$ cat src/rtl/gpca_iter_pkg.sv
// gpca_iter_pkg
// Shared definitions for the iterative cellular arithmetic core: operation
// codes, FSM state encoding and the per-operation iteration count.
// No ports; imported by the interface-using top and by testbenches.

package gpca_iter_pkg;

    localparam logic [1:0] OP_MUL  = 2'b00;
    localparam logic [1:0] OP_SQR  = 2'b01;
    localparam logic [1:0] OP_DIV  = 2'b10;
    localparam logic [1:0] OP_SQRT = 2'b11;

    typedef enum logic [1:0] {
        ST_IDLE = 2'd0,
        ST_RUN  = 2'd1,
        ST_DONE = 2'd2
    } stateType;

    // Division retires one quotient bit per cycle over a 2N-bit dividend;
    // every other op finishes in N row evaluations.
    function automatic int iterCount(input logic [1:0] op, input int n);
        return (op == OP_DIV) ? 2 * n : n;
    endfunction

endpackage

$ cat src/rtl/gpca_iter_if.sv
// gpca_iter_if
// Start/done handshake plus operand and result bus of the iterative core.
// Signals:
//   start  - start request, sampled only while the core is idle
//   op     - operation select (MUL, SQR, DIV, SQRT)
//   a      - 2N-bit operand: multiplicand / dividend / radicand
//   b      - N-bit operand: multiplier / divisor
//   busy   - operation in progress
//   done   - one-cycle completion pulse
//   err    - divide by zero, valid with done
//   result - 2N-bit product, square, quotient or root
//   rem    - N+1-bit remainder
// Modports: master drives the request side, slave is the core.

interface gpca_iter_if #(
    parameter int N = 5
);
    logic           start;
    logic [1:0]     op;
    logic [2*N-1:0] a;
    logic [N-1:0]   b;
    logic           busy;
    logic           done;
    logic           err;
    logic [2*N-1:0] result;
    logic [N:0]     rem;

    modport master (
        output start, op, a, b,
        input  busy, done, err, result, rem
    );

    modport slave (
        input  start, op, a, b,
        output busy, done, err, result, rem
    );
endinterface

$ cat src/rtl/gpca_iter_row.sv
// gpca_iter_row
// One controlled add/subtract row of the cellular array, W bits wide.
// Ports:
//   i_sub     - 1: o_sum = i_partial - i_operand, 0: o_sum = i_partial + i_operand
//   i_operand - value added or subtracted
//   i_partial - running partial value
//   o_sum     - W-bit sum/difference (modulo 2^W)
//   o_carry   - carry out; when subtracting, 1 means no borrow (partial >= operand)

module gpca_iter_row #(
    parameter int W = 7
) (
    input  logic         i_sub,
    input  logic [W-1:0] i_operand,
    input  logic [W-1:0] i_partial,
    output logic [W-1:0] o_sum,
    output logic         o_carry
);
    logic [W:0] w_total;

    // Subtraction is the two's complement add: invert the operand and feed
    // the sub bit in as the carry-in, exactly like a chain of CAS cells.
    assign w_total = {1'b0, i_partial}
                   + {1'b0, i_operand ^ {W{i_sub}}}
                   + {{W{1'b0}}, i_sub};

    assign o_sum   = w_total[W-1:0];
    assign o_carry = w_total[W];

endmodule

$ cat src/rtl/gpca_iter.sv
// gpca_iter
// Iterative multiply / square / divide / square-root core. One array row is
// evaluated per clock through a single shared add/subtract row.
// Ports:
//   clk - rising-edge clock
//   rst - synchronous active-high reset
//   bus - gpca_iter_if slave: start/op/a/b in, busy/done/err/result/rem out

module gpca_iter
    import gpca_iter_pkg::*;
#(
    parameter int N = 5
) (
    input  logic       clk,
    input  logic       rst,
    gpca_iter_if.slave bus
);
    localparam int W  = N + 2;
    localparam int CW = $clog2(2 * N + 1);

    stateType       r_state;
    stateType       w_nextState;

    logic [1:0]     r_op;
    logic [N-1:0]   r_opB;
    logic [2*N-1:0] r_acc;
    logic [W-1:0]   r_part;
    logic [N-1:0]   r_root;
    logic [CW-1:0]  r_cnt;
    logic           r_divZero;
    logic           r_done;
    logic           r_err;
    logic [2*N-1:0] r_result;
    logic [N:0]     r_rem;

    logic           w_accept;
    logic           w_step;
    logic           w_finish;
    logic           w_busy;
    logic           w_startDivZero;

    logic           w_rowSub;
    logic [W-1:0]   w_rowOperand;
    logic [W-1:0]   w_rowPartial;
    logic [W-1:0]   w_rowSum;
    logic           w_rowCarry;
    logic [N:0]     w_divRem;
    logic [N:0]     w_sqrtRem;

    assign w_startDivZero = (bus.op == OP_DIV) && (bus.b == '0);

    gpca_iter_row #(.W(W)) u_row (
        .i_sub     (w_rowSub),
        .i_operand (w_rowOperand),
        .i_partial (w_rowPartial),
        .o_sum     (w_rowSum),
        .o_carry   (w_rowCarry)
    );

    // State register. Reset always wins, so a start in the reset cycle is lost
    // and a running operation is abandoned without a done pulse.
    always_ff @(posedge clk) begin
        if (rst) begin
            r_state <= ST_IDLE;
        end else begin
            r_state <= w_nextState;
        end
    end

    // Next-state logic. A divide by zero has nothing to iterate, so it jumps
    // straight to DONE; otherwise RUN lasts until the counter reaches one.
    always_comb begin
        w_nextState = r_state;
        case (r_state)
            ST_IDLE: begin
                if (bus.start) begin
                    w_nextState = w_startDivZero ? ST_DONE : ST_RUN;
                end
            end
            ST_RUN: begin
                if (r_cnt == CW'(1)) begin
                    w_nextState = ST_DONE;
                end
            end
            ST_DONE: w_nextState = ST_IDLE;
            default: w_nextState = ST_IDLE;
        endcase
    end

    // Control strobes decoded from the state. Start is only honoured in IDLE,
    // which is what makes a start during RUN or DONE harmless.
    always_comb begin
        w_accept = 1'b0;
        w_step   = 1'b0;
        w_finish = 1'b0;
        w_busy   = 1'b0;
        case (r_state)
            ST_IDLE: w_accept = bus.start;
            ST_RUN: begin
                w_step = 1'b1;
                w_busy = 1'b1;
            end
            ST_DONE: begin
                w_finish = 1'b1;
                w_busy   = 1'b1;
            end
            default: w_busy = 1'b0;
        endcase
    end

    // Operand steering for the shared row. The square-root remainder is kept
    // modulo 2^(N+2); intermediate shifts may overflow but every stored
    // remainder fits that signed range, so the wrap-around is harmless.
    // In DONE the same row performs the square-root sign correction.
    always_comb begin
        w_rowSub     = 1'b0;
        w_rowOperand = '0;
        w_rowPartial = '0;
        case (r_op)
            OP_MUL, OP_SQR: begin
                w_rowPartial = {2'b00, r_acc[2*N-1:N]};
                w_rowOperand = r_acc[0] ? {2'b00, r_opB} : '0;
            end
            OP_DIV: begin
                w_rowSub     = 1'b1;
                w_rowPartial = {1'b0, r_part[N-1:0], r_acc[2*N-1]};
                w_rowOperand = {2'b00, r_opB};
            end
            default: begin
                if (w_finish) begin
                    w_rowPartial = r_part;
                    w_rowOperand = {1'b0, r_root, 1'b1};
                end else begin
                    w_rowSub     = ~r_part[W-1];
                    w_rowPartial = {r_part[N-1:0], r_acc[2*N-1:2*N-2]};
                    w_rowOperand = r_part[W-1] ? {r_root, 2'b11} : {r_root, 2'b01};
                end
            end
        endcase
    end

    // Restoring division keeps the shifted value when the trial subtract
    // borrows; the root remainder is corrected only if it ended negative.
    assign w_divRem  = w_rowCarry ? w_rowSum[N:0] : w_rowPartial[N:0];
    assign w_sqrtRem = r_part[W-1] ? w_rowSum[N:0] : r_part[N:0];

    // Datapath and registered outputs. Operands are captured once on accept
    // so later bus changes cannot disturb a running operation. result, rem
    // and err are only written on completion (err is also cleared on accept)
    // so they stay visible while the core sits idle.
    always_ff @(posedge clk) begin
        if (rst) begin
            r_op      <= OP_MUL;
            r_opB     <= '0;
            r_acc     <= '0;
            r_part    <= '0;
            r_root    <= '0;
            r_cnt     <= '0;
            r_divZero <= 1'b0;
            r_done    <= 1'b0;
            r_err     <= 1'b0;
            r_result  <= '0;
            r_rem     <= '0;
        end else begin
            r_done <= 1'b0;

            if (w_accept) begin
                r_op      <= bus.op;
                r_opB     <= (bus.op == OP_SQR) ? bus.a[N-1:0] : bus.b;
                r_acc     <= bus.op[1] ? bus.a : {{N{1'b0}}, bus.a[N-1:0]};
                r_part    <= '0;
                r_root    <= '0;
                r_cnt     <= CW'(iterCount(bus.op, N));
                r_divZero <= w_startDivZero;
                r_err     <= 1'b0;
            end

            if (w_step) begin
                r_cnt <= r_cnt - CW'(1);
                case (r_op)
                    OP_MUL, OP_SQR: begin
                        r_acc <= {w_rowSum[N:0], r_acc[N-1:1]};
                    end
                    OP_DIV: begin
                        r_part <= {1'b0, w_divRem};
                        r_acc  <= {r_acc[2*N-2:0], w_rowCarry};
                    end
                    default: begin
                        r_part <= w_rowSum;
                        r_root <= {r_root[N-2:0], ~w_rowSum[W-1]};
                        r_acc  <= {r_acc[2*N-3:0], 2'b00};
                    end
                endcase
            end

            if (w_finish) begin
                r_done <= 1'b1;
                if (r_divZero) begin
                    r_result <= '1;
                    r_rem    <= '0;
                    r_err    <= 1'b1;
                end else begin
                    case (r_op)
                        OP_MUL, OP_SQR: begin
                            r_result <= r_acc;
                            r_rem    <= '0;
                        end
                        OP_DIV: begin
                            r_result <= r_acc;
                            r_rem    <= r_part[N:0];
                        end
                        default: begin
                            r_result <= {{N{1'b0}}, r_root};
                            r_rem    <= w_sqrtRem;
                        end
                    endcase
                end
            end
        end
    end

    assign bus.busy   = w_busy;
    assign bus.done   = r_done;
    assign bus.err    = r_err;
    assign bus.result = r_result;
    assign bus.rem    = r_rem;

endmodule

$ cat src/flat_wrapper.sv
// flat-port wrapper written by rule: the top's interface ports become plain ports
module gpca_iter_flat import gpca_iter_pkg::*;
#(
    parameter int N = 5
)
  (clk, rst, bus_start, bus_op, bus_a, bus_b, bus_busy, bus_done, bus_err, bus_result, bus_rem);
  gpca_iter_if #(.N(N)) bus_i ();
  input  logic clk;
  input  logic rst;
  input wire logic [$bits(bus_i.start)-1:0] bus_start;
  input wire logic [$bits(bus_i.op)-1:0] bus_op;
  input wire logic [$bits(bus_i.a)-1:0] bus_a;
  input wire logic [$bits(bus_i.b)-1:0] bus_b;
  output wire logic [$bits(bus_i.busy)-1:0] bus_busy;
  output wire logic [$bits(bus_i.done)-1:0] bus_done;
  output wire logic [$bits(bus_i.err)-1:0] bus_err;
  output wire logic [$bits(bus_i.result)-1:0] bus_result;
  output wire logic [$bits(bus_i.rem)-1:0] bus_rem;
  assign bus_i.start = bus_start;
  assign bus_i.op = bus_op;
  assign bus_i.a = bus_a;
  assign bus_i.b = bus_b;
  assign bus_busy = bus_i.busy;
  assign bus_done = bus_i.done;
  assign bus_err = bus_i.err;
  assign bus_result = bus_i.result;
  assign bus_rem = bus_i.rem;
  gpca_iter #(.N(N)) u_core (.clk(clk), .rst(rst), .bus(bus_i));
endmodule
$ cat config.mk
export PLATFORM = sky130hd
export DESIGN_NAME = gpca_iter_flat
export DESIGN_NICKNAME = d
export VERILOG_FILES = /design/src/rtl/gpca_iter_pkg.sv /design/src/rtl/gpca_iter_if.sv /design/src/rtl/gpca_iter_row.sv /design/src/rtl/gpca_iter.sv /design/src/flat_wrapper.sv
export SDC_FILE = /design/constraint.sdc
export NUM_CORES = 1
export LEC_CHECK = 0
export ABC_AREA = 1
export BUFFER_PORTS_ARGS = -buffer_cell sky130_fd_sc_hd__clkbuf_2
export CAP_MARGIN = 20
export CORE_AREA = 2 2 107 119
export CTS_BUF_LIST = sky130_fd_sc_hd__clkbuf_4
export CTS_CLUSTER_DIAMETER = 50
export CTS_CLUSTER_SIZE = 20
export DETAILED_ROUTE_END_ITERATION = 10
export DIE_AREA = 0 0 109 121
export PLACE_DENSITY = 0.58
export SLEW_MARGIN = 40
export SYNTH_ARGS = -nofsm -noshare
export SYNTH_HDL_FRONTEND = slang
export SYNTH_SLANG_ARGS = --single-unit
$ cat constraint.sdc
create_clock -name clk -period 2.66 [get_ports clk]
set_input_delay 0.133 -clock clk [delete_from_list [all_inputs] [get_ports clk]]
set_output_delay 0.133 -clock clk [all_outputs]
set_load 0.05 [all_outputs]
### Word level (Yosys, flattened, before mapping)

Cells that the tools add are included.

| storage, ports and cells | value |
|---|---|
| flip-flop bits (word level) | 54 |
| input port bits | 20 |
| output and inout port bits | 19 |
| logic and storage cells | 76 |

| cells by class | value |
|---|---|
| add/subtract/negate cells | 3 |
| equality and inequality tests | 9 |
| mux-type cells | 40 |
| bitwise gates (word level) | 3 |
| reduce and logical (&&, ||, !) cells | 9 |

Operators with widths:

| kind | count |
|---|---|
| $mux W10 | 5 |
| $pmux W7 S2 | 3 |
| $mux W7 | 4 |
| $mux W5 | 5 |
| $pmux W10 S2 | 1 |
| $mux W6 | 3 |
| $mux W4 | 3 |
| $pmux W6 S2 | 1 |
| $mux W1 | 9 |
| $add A7 B7 Y8 | 1 |
| $add A8 B1 Y8 | 1 |
| $mux W2 | 4 |
| $xor A7 B7 Y7 | 1 |
| $eq A2 B1 Y1 const B | 3 |
| $eq A2 B2 Y1 const B | 3 |
| $logic_not A5 Y1 | 1 |
| $eq A4 B1 Y1 const B | 1 |
| $logic_not A2 Y1 | 2 |
| $pmux W2 S2 | 1 |
| $reduce_or A2 Y1 | 2 |
| $sub A4 B1 Y4 const B | 1 |
| $reduce_or A3 Y1 | 1 |
| $ne A2 B1 Y1 const B | 1 |
| $ne A2 B2 Y1 const B | 1 |
| other kinds (5) | 6 |

### Depth between registers and ports, before layout

Gate-level depths: netlist (run 1).

| depth | value |
|---|---|
| depth after elaboration | 10 |
| gate-level depth with buffers | 20 |
| depth with buffers taken out | 19 |

### Cells and area by module

Synthesis (run 1) repeated with hierarchy kept, for this count alone.

| second synthesis, totals | value |
|---|---|
| cell total of the unflattened synthesis | 519 |
| area total of the unflattened synthesis | 3483.3 sq um |

Modules (own cells, without submodules):

| module | instances | cells each | area an instance (sq um) | sequential area each (sq um) |
|---|---|---|---|---|
| gpca_iter | 1 | 456 | 3084.2 | 1081.0 |
| gpca_iter_row | 1 | 63 | 399.1 | 0.0 |

### Worst setup path after synthesis (run 1)

No wires, ideal clock.

| timing path | value |
|---|---|
| path kind | register to register |
| start | register u_core.r_state[0] |
| end | register u_core.r_root[0] |
| library setup time | 0.070 ns |
| data arrival time | 2.595 ns |
| data required time | 2.590 ns |
| slack | -0.005 ns |
| stages on the path, launching flop included | 19 |
| period minus slack after synthesis | 2.665 ns |
| path through | dfxtp_1 -> inv_1 -> ha_1 -> buf_6 -> clkinv_2 -> clkbuf_1 -> nor2_1 -> o21ai_0 -> inv_1 -> fa_1 -> o21ai_0 -> nand2_1 -> nand2_1 -> a21oi_1 -> nor2_1 -> nor2_1 -> nand2_1 -> o21ai_0 -> a21oi_1 |

| on the way | value |
|---|---|
| cells in the longest elaborated chain, start to end | 10 |
| elaborated cells on any way between the ends | 19 |

Ends and longest elaborated chain:

| item | line | RTL |
|---|---|---|
| start, declared | gpca_iter.sv:21 | `stateType r_state;` |
| start signal, assigned | gpca_iter.sv:66 | `r_state <= w_nextState;` |
| $eq A2 B2 Y1 (*) | gpca_iter.sv:97 | `case (r_state)` |
| $mux W1 (*) | gpca_iter.sv:97 |  |
| via u_core.w_finish | gpca_iter.sv:38 | `logic w_finish;` |
| $mux W7 or $mux W1 (tied branches) | gpca_iter.sv:130 | `if (w_finish) begin` |
| $pmux W7 S2 or $pmux W1 S2 (tied branches) | gpca_iter.sv:119 | `case (r_op)` |
| $xor A7 B7 Y7 | gpca_iter_row.sv:24 | `+ {1'b0, i_operand ^ {W{i_sub}}}` |
| $add A7 B7 Y8 | gpca_iter_row.sv:24 |  |
| $add A8 B1 Y8 (*) | gpca_iter_row.sv:25 | `+ {{W{1'b0}}, i_sub};` |
| $not A1 Y1 (*) | gpca_iter.sv:190 | `r_root <= {r_root[N-2:0], ~w_rowSum[W-1]};` |
| $mux W5 (*) | gpca_iter.sv:180 | `case (r_op)` |
| $mux W5 (*) | gpca_iter.sv:178 | `if (w_step) begin` |
| end signal, assigned | gpca_iter.sv:190 |  |
| end, declared | gpca_iter.sv:28 | `logic [N-1:0] r_root;` |

The timed path passes the listed nets; every way through them passes the cells marked *.
A chain may end at the register's enable or synchronous reset.

### Final worst setup path (run 1)

| timing path | value |
|---|---|
| start | register u_core.r_op[1] |
| end | register u_core.r_part[0] |

| on the way | value |
|---|---|
| cells in the longest elaborated chain, start to end | 9 |
| elaborated cells on any way between the ends | 13 |

Ends and longest elaborated chain:

| item | line | RTL |
|---|---|---|
| start, declared | gpca_iter.sv:24 | `logic [1:0] r_op;` |
| start signal, assigned | gpca_iter.sv:168 | `r_op <= bus.op;` |
| $eq A2 B1 Y1 or $logic_not A2 Y1 (tied branches) | gpca_iter.sv:119, gpca_iter.sv:180 |  |
| $reduce_or A2 Y1 | -- |  |
| $pmux W7 S2 or $pmux W1 S2 (tied branches) | gpca_iter.sv:119 |  |
| $xor A7 B7 Y7 | gpca_iter_row.sv:24 |  |
| $add A7 B7 Y8 | gpca_iter_row.sv:24 |  |
| $add A8 B1 Y8 | gpca_iter_row.sv:25 |  |
| $mux W6 | gpca_iter.sv:144 | `assign w_divRem = w_rowCarry ? w_rowSum[N:0] : w_rowPartial[N:0];` |
| $pmux W7 S2 (*) | gpca_iter.sv:180 |  |
| $mux W7 (*) | gpca_iter.sv:178 |  |
| end signal, assigned | gpca_iter.sv:185 | `r_part <= {1'b0, w_divRem};` |
| end signal, assigned | gpca_iter.sv:189 | `r_part <= w_rowSum;` |
| end, declared | gpca_iter.sv:27 | `logic [W-1:0] r_part;` |

Every way passes the cells marked *; elsewhere a longest branch is shown, timed or not.

==> results list, run 1 <==
- Share of power burned in combinational logic: 0.542
- In the final layout, the share of cells above drive strength 1 is 0.250.
* Hold Violations, Final: 0
* Worst setup path startpoint: u_core.r_op[1]
- Final setup violation count: 0
- The number of pins with negative max-slew slack in the final report came to 0.
* Mean cell area of the mapped netlist: 6.66 sq um
- Synthesis-stage register bit count: 54
- Buffers placed on the I/O ports in this run total 38.
* Post-synthesis instance total: 532
- Summed over all layers, the routed wires come to 12,300 microns.
- The share of the Yosys chip area taken by registers is 0.305.
- Number of enable-type register cells in the synthesized netlist: 0
- Required time at the endpoint of the critical path: 3.02 ns
- The H-tree was split into 2 levels.
- GR Util All Layers: 0.193
- After clock tree synthesis, the clock-pin slew on the worst setup and hold paths is 0.16 ns.
- Summed over all nets, the switching power comes to 1.42 mW.
- Clock Tree Root: clkbuf_4
* First-pass GRT wire length: 19,600 microns
- Starting utilization of the core area: 0.297
* Sinks on the clock net: 54
- Of the total power, the share spent switching nets is 0.463.
* Static Leakage: 2.02 nW
- The top cell types in the final layout, fill and taps aside, are 92 x nand2_1, 81 x inv_1, 54 x buf_4, 52 x o21ai_0, 51 x dfxtp_1.
- Layout Skew: 0.00828 ns
- The worst setup path is launched from a flop.
- In this run the cell area of the synthesized design comes to 0.00354 sq mm.
- RSZ-0062 raised after global routing: yes
- The first routing iteration left 252 violations.
- The startpoint identified for the worst register-to-register timing path is u_core.r_op[1].
- The critical path in this run is classified as reg2reg.
* Clock tree from TritonCTS: yes
- Final layout net count: 644
* Area contributors post-synth: dfxtp_1 31%, nand2_1 10%, inv_1 8.8%, o21ai_0 8.6%, a21oi_1 7.3%
- The detail route stage leaves a number of antenna-violating nets equal to 0.
- For the pin with the worst max-slew slack, the measured transition is 0.460 ns.
* Skew-Pair Late Insertion Delay: 0.41 ns
- Final Critical Period: 2.59 ns
* Via count of the first global-routing pass: 3,841
- The library cell used most frequently in the layout, excluding fill and tap cells, is nand2_1.
- Reg2Reg Depth: 14
- Register-to-register path setup slack: 0.07 ns
- Synth warnings: 0
- The die covers 0.0132 sq mm.
- Antenna Diode Count: 0
- Of all nets on the critical path, the largest fanout is 13.
* WP data arrival: 2.95 ns
* Outcome: finished clean
* Routed vias: 3,901
- In this run the critical register-to-register path is captured at u_core.r_part[0].
- Dpl ws: -0.151 ns
- The clock passes through at most 2 buffers.
* Post-synth top area share: 0.305
* Cell taking the most area after synthesis: dfxtp_1
- In this run the power density over the cells is 680 mW/mm^2.
- The worst setup path is captured at a flop.
- IR analysis of the VDD net gives a maximum drop of 371 uV.
- Highest clock frequency the design can meet: 386 MHz
* Core occupancy in the finished layout: 0.378
- Before antenna repair, the detailed router went through 5 iterations.
* Worst setup margin: 0.0674 ns
* Count of maximum capacitance violations: 0
* CP endpoint: u_core.r_part[0]
- Synthesis instantiated 42 different standard cells from the library.
- Summing all placed instances gives a cell area of 0.00422 sq mm.
- In this run the worst hold path is classified as in2reg.
- Ys flop type: dfxtp_1
* Final cycle utilization of the critical path: 0.975
- Cell internal power was estimated by the tool at 1.64 mW.
- Clock Power Share: 0.125
* Clock buffer count from CTS: 5
- Mean number of vias per cell: 5.09
- Final HPWL from detailed placement: 9610 microns
- Sequential share of power: 0.334
- Horizontal die dimension: 109 microns
- Entering global routing, the biggest net connects 30 pins.
- The number of nets in the synthesized netlist is 564.
* Global route total overflow: 0
- Dividing the detail-routed wire length by the instance count gives 16.0 microns.
* Vertical die dimension: 121 microns
- Fraction of registers with async set or reset after synthesis: 0
- Antenna violations before repair: 0
* Area added between synthesis and finish: 27.2%
- Final design instance area without fill: 0.00450 sq mm
- Slew Limit Headroom: 0.693
* Final weighted congestion in routability-driven placement: 0.920
- Floorplan row count: 42
- For this design the top-level I/O count stands at 39.
- For this run, design rule violations remaining after detail routing come to 0.
- After floorplanning, the core was sized to cover 0.0119 sq mm.
==> power by group through the flow <==
stage          clock network [mW]  registers (mW)  logic [mW]
2_1_floorplan                   0            1.12       0.852
3_3_place_gp                    0            1.03        1.52
3_5_place_dp                    0            1.03        1.54
4_1_cts                     0.397            1.01        1.56
5_1_grt                     0.426            1.04        1.81
6_report                    0.381            1.02        1.66
==> how the worst min path moves through the flow <==
stage                        start         endpoint  cells after the start
after floorplan           bus_a[5]  u_core.r_acc[5]                      2
after global placement    bus_a[6]  u_core.r_acc[6]                      3
after detailed placement  bus_a[5]  u_core.r_acc[5]                      3
after CTS                 bus_a[7]  u_core.r_acc[7]                      5
after global routing      bus_a[7]  u_core.r_acc[7]                      5
final                     bus_a[7]  u_core.r_acc[7]                      5
==> worst max-delay path, cell delays in order (launching register included) <==
cell	delay, ns
dfxtp_4	0.41
buf_4	0.20
o21ai_1	0.29
o21ai_1	0.12
xnor2_1	0.16
ha_1	0.36
nand2_2	0.09
nor2_4	0.13
nand3_4	0.09
nand2_4	0.08
nand3_4	0.11
buf_4	0.16
nand3_1	0.06
nand3_1	0.14
a21oi_2	0.13
==> sequential cells by signal, summed over array words and instances (netlist names) <==
| name | flops |
|---|---|
| u_core.bus.result | 10 |
| u_core.r_part | 7 |
| u_core.bus.rem | 6 |
| u_core.bus.done | 1 |
| u_core.r_acc | 10 |
| u_core.r_op | 2 |
| u_core.r_root | 5 |
| u_core.r_divZero | 1 |
| u_core.r_state | 2 |
| u_core.bus.err | 1 |
| u_core.r_opB | 5 |
| u_core.r_cnt | 4 |
==> per-stage QoR <==
stage,hold slack (ns),power [mW],TNS [ns],instances
after floorplan,0.302,1.97,0,532
after global placement,0.405,2.55,-0.298,751
after detailed placement,0.414,2.56,-0.812,751
after CTS,0.0556,2.97,0,762
after global routing,0.0647,3.27,-0.416,767
final,0.0609,3.06,0,767
==> what timing repair did <==
| item | in CTS | in global routing |
|---|---|---|
| gates cloned | 0 | 0 |
| endpoints found under the hold margin | 3 | 0 |
| pin swaps | 0 | 19 |
| buffers inserted | 0 | 5 |
| setup endpoints to repair | 15 | 17 |
| hold buffers | 3 | 0 |
| gates resized for setup | 8 | 40 |
==> layout make-up <==
type	instances	area [sq um]
sequential	54	1090
clock buffer	5	37.5
inverter	87	337
tap	154	193
clock inverter	3	16.3
timing repair buffer	100	691
fill	1294	7420
multi-input combinational	364	2140
==> synthesized netlist by cell type (2+ instances only) <==
| cell | instances |
|---|---|
| o22ai_1 | 9 |
| o221ai_1 | 4 |
| nand3_4 | 3 |
| buf_1 | 2 |
| a21oi_2 | 6 |
| buf_6 | 2 |
| nand2_1 | 94 |
| nor3_1 | 3 |
| ha_1 | 11 |
| buf_2 | 4 |
| inv_4 | 2 |
| a221oi_1 | 2 |
| xor2_1 | 5 |
| inv_1 | 83 |
| a21oi_1 | 52 |
| nand2_4 | 5 |
| xnor2_1 | 4 |
| a31oi_1 | 5 |
| nor2_1 | 36 |
| o211ai_1 | 14 |
| dfxtp_1 | 54 |
| a21o_1 | 2 |
| o21ai_0 | 61 |
| clkbuf_1 | 19 |
| nand2_2 | 2 |
| o21a_1 | 2 |
| nand3_1 | 31 |
==> per-layer routing <==
metal  routed length (microns)  vias up  part of all wire  global-route usage
met5                         0        -                 0                   0
met2                      6300      118              0.51               0.344
met3                       689       20             0.056              0.0354
met1                      5000     1838              0.41               0.232
met4                       312        0             0.025              0.0617
li1                          -     1925                 -                   -
==> cells by family after synthesis <==
group,Yosys count,share of synthesized area
compound gates,163,0.267
xor+xnor,9,0.0223
fa+ha+maj,12,0.0445
buf+inv,114,0.128
flops,54,0.305
simple gates,180,0.233
No activity file was read; power rests on OpenSTA's default activity.
==> run 2: changes to the inputs <==
CORE_AREA = 2 2 129 100   (was 2 2 107 119)
CTS_CLUSTER_SIZE = unset   (was 20)
DIE_AREA = 0 0 131 102   (was 0 0 109 121)
PLACE_DENSITY = 0.57   (was 0.58)
REMOVE_ABC_BUFFERS = 1   (was unset)
==> run 2 against run 1 <==
First-iteration DRC count decreased by 6.7%. Critical path depth increased by 4. Register-to-register slack about the same. Non-clock buffer count decreased by 4. Combinational power increased by 5%. Clock power increased by 29%. Die area increased by 1.3%. Maximum frequency increased by 0.51%. Wire length decreased by 0.67%. Critical path type unchanged. Largest power group unchanged.
==> results list, run 2 (synthesis results as in run 1) <==
- The total area of multi-input combinational cells was 0.00213 sq mm (-0.53%).
- The number of buffer and inverter instances along the worst setup path was 4 (+2).
* CTS max path bufs: 2 (unchanged)
- TritonCTS built the clock tree.
- Startpoint type of the worst setup path: flop
- The worst slack at placement is -0.0602 ns (+0.0909 ns).
- Routed wire length per instance: 15.8 microns (-1.7%)
- The number of design rule violations left after detail routing is 0 (unchanged).
- Highest clock frequency the design can meet: 388 MHz (+0.51%)
- Area added between synthesis and finish: 27.3%
- The post-layout net count was 640 (-0.62%).
* Number of antenna-violating nets in the routed design: 0 (unchanged)
* Slew Limit Headroom: 0.666 (-0.0265)
- IO Port Bufs: 38 (unchanged)
* Number of iterations in the first detailed-routing pass: 5 (unchanged)
* Floorplan row count: 35 (-17%)
* Top-Level Pins: 39 (unchanged)
* Global route total overflow: 0 (unchanged)
- The placed instance count came to 754 (+0.40%).
* Vertical die dimension: 102 microns (-16%)
- Mean number of vias per cell: 4.97 (-2.3%)
* Peak supply drop: 400 uV (+7.9%)
- Largest driver fanout on the critical path: 7 (-6)
* Final design instance area without fill: 0.00451 sq mm (+0.11%)
* Largest net degree at the start of global routing: 37 (+23%)
- Slowest-stage cell, CP: dfxtp_2
- The number of levels in the clock H-tree is 2 (unchanged).
- The routability congestion estimate from global placement came to 0.900 (-2.2%).
- The initial cell density of the core is 0.294 (-0.00281).
* Number of instances on the worst hold path: 3 (-2)
* R2r endpoint: u_core.r_part[2]
* Core Footprint: 0.0120 sq mm (+0.95%)
- Layout cell share with drive strength beyond 1: 0.246 (-0.00329)
- The worst hold path begins at bus_a[4].
* Commonest cells after routing, fill and taps aside: 90 x nand2_1, 80 x inv_1, 51 x buf_4, 50 x o21ai_0, 50 x dfxtp_1
- Net switching power of the design: 1.47 mW (+3.3%)
* Worst setup path startpoint: u_core.r_state[0]
- Final HPWL from detailed placement: 8880 microns (-7.6%)
- The number of max-cap violations was 0 (unchanged).
* Register-to-register path setup slack: 0.08 ns (about the same)
- The final clock skew came to 0.0113 ns (+0.00298 ns).
- The number of vias in the routed layout is 3,850 (-1.3%).
- The slew at the pin with the worst max-slew slack came to 0.500 ns (+0.0396 ns).
- In this design, the largest share of critical-path delay is due to compound AO/OA/AOI/OAI gates.
- The total length of routed wires is 12,200 microns (-0.67%).
- The number of cells on the worst reg-to-reg path came to 18 (+4).
- Worst setup margin: 0.0805 ns (+0.0130 ns)
- The proportion of power drawn by flip-flops and latches came to 0.312 (-0.022).
* Reg-to-Reg Start: u_core.r_state[0]
- The arrival time reported for the critical path endpoint was 2.93 ns (-0.02 ns).
- The worst hold path terminates at u_core.r_acc[4].
* Final cycle utilization of the critical path: 0.970 (-0.00490)
- The combinational share of power is 0.536 (-0.006).
- Sinks on the clock net: 54 (unchanged)
- Static Leakage: 2.02 nW (about the same)
- The global-route usage over all layers is 0.186 (-0.00728).
- STA classifies the critical path endpoint as a flop.
- The first-pass GRT wire length came to 19,200 microns (-2.1%).
- Clock buffer count from CTS: 5 (unchanged)
- Number of DRC markers in iteration 0: 235 (-6.7%)
* Horizontal die dimension: 131 microns (+20%)
- Fill cell instance count of the final layout: 1,303 (+0.70%)
* Most frequent standard cell in the layout excluding fill and tap cells: nand2_1
- The clock-pin slew on the worst setup and hold paths is 0.18 ns (+0.02 ns).
- Register area: 0.00109 sq mm (-0.11%)
- Worst stage delay on the critical path: 0.37 ns (-0.04 ns)
* Via count of the first global-routing pass: 3,662 (-4.7%)
- Cell Area, Placed: 0.00416 sq mm (-1.5%)
- Switching part of the total power: 0.450 (-0.0128)
* Fin Setup TNS: 0 ns (unchanged)
- The number of antenna cells inserted is 0 (unchanged).
- Cell Chain, Critical Path: inv_2 -> ha_4 -> buf_8 -> a21oi_2 -> o21ai_1 -> o21ai_1 -> xnor2_1 -> ha_1 -> a21o_1 -> inv_2 -> o21a_1 -> nand2_4 -> nand3_4 -> nand2_4 -> buf_6 -> nand2_2 -> nand3_2 -> a21oi_2
- The count of final hold-check violations came to 0 (unchanged).
- CTS placed an instance of clkbuf_4 at the clock tree root.
* Category of the most critical setup path: reg2reg
- Cell internal pwr: 1.79 mW (+8.8%)
* Final setup violation count: 0 (unchanged)
- Post-route non-filler standard cell count: 775 (+1.0%)
- Total die area: 0.0134 sq mm (+1.3%)
* Clock Power Share: 0.151 (+0.026)
- Skew-Pair Late Insertion Delay: 0.39 ns (-0.02 ns)
- Antenna violations before repair: 0 (unchanged)
- Required time at the endpoint of the critical path: 3.01 ns (about the same)
- Outcome: finished clean
- Hold Crit Class: in2reg
- The total power divided by cell area came to 722 mW/mm^2 (+6.2%).
* Final Critical Period: 2.58 ns (-0.0130 ns)
- Max-slew violations: 0 (unchanged)
- Worst Hold Margin: 0.0645 ns (+0.00355 ns)
* RSZ-0062 raised after global routing: yes
==> run 2: layout make-up <==
type | instances | share of cell area
Clock buffer | 5 | 0.00832
Clock inverter | 3 | 0.00943
Sequential cell | 54 | 0.241
Inverter | 87 | 0.0741
Multi-Input combinational cell | 364 | 0.473
Timing Repair Buffer | 96 | 0.148
Tap cell | 166 | 0.0461
==> run 2: power groups by stage <==
| stage | clock network, mW | registers (mW) | logic, mW |
|---|---|---|---|
| 2_1_floorplan | 0 | 1.12 | 0.801 |
| 3_3_place_gp | 0 | 1.03 | 1.49 |
| 3_5_place_dp | 0 | 1.03 | 1.49 |
| 4_1_cts | 0.505 | 1.01 | 1.51 |
| 5_1_grt | 0.542 | 1.03 | 1.91 |
| 6_report | 0.493 | 1.02 | 1.75 |
==> run 2: worst max path at each step <==
| stage | endpoint | slack [ns] | depth (start not counted) |
|---|---|---|---|
| 4_1_cts | u_core.r_part[4] | 0.0007 | 16 |
| 3_5_place_dp | u_core.r_part[4] | -0.06 | 18 |
| 5_1_grt | u_core.r_root[0] | -0.09 | 18 |
| 3_3_place_gp | u_core.r_root[0] | -0.02 | 18 |
| 2_1_floorplan | u_core.r_part[3] | -0.41 | 16 |
| 6_report | u_core.r_part[2] | 0.08 | 18 |
==> run 2: metal layers <==
layer / global-route usage / routed length (microns)
met3: 0.0424 / 905
met1: 0.272 / 5960
met4: 0.0409 / 178
met5: 0 / 0
met2: 0.279 / 5180
==> run 2: repair_timing <==
| item | CTS | global route |
|---|---|---|
| resized for setup | 6 | 42 |
| pin swaps | 2 | 20 |
| endpoints found under the setup margin | 11 | 17 |
| hold buffers | 3 | 0 |
| endpoints found under the hold margin | 3 | 0 |
| setup buffers | 1 | 8 |
| gates cloned | 0 | 1 |
==> run 2: per-stage QoR <==
| step | utilization | power (mW) |
|---|---|---|
| 2_1_floorplan | - | 1.93 |
| 3_3_place_gp | 0.345 | 2.51 |
| 3_5_place_dp | 0.345 | 2.51 |
| 4_1_cts | 0.356 | 3.03 |
| 5_1_grt | 0.374 | 3.48 |
| 6_report | 0.374 | 3.26 |
==> run 2: worst reg2reg max path: cells and delay by family (launching register included) <==
family	cells	cell delay, ns
simple gates	5	0.38
xor+xnor	1	0.15
flops	1	0.37
fa+ha+maj	2	0.49
buf+inv	4	0.37
compound gates	6	0.79
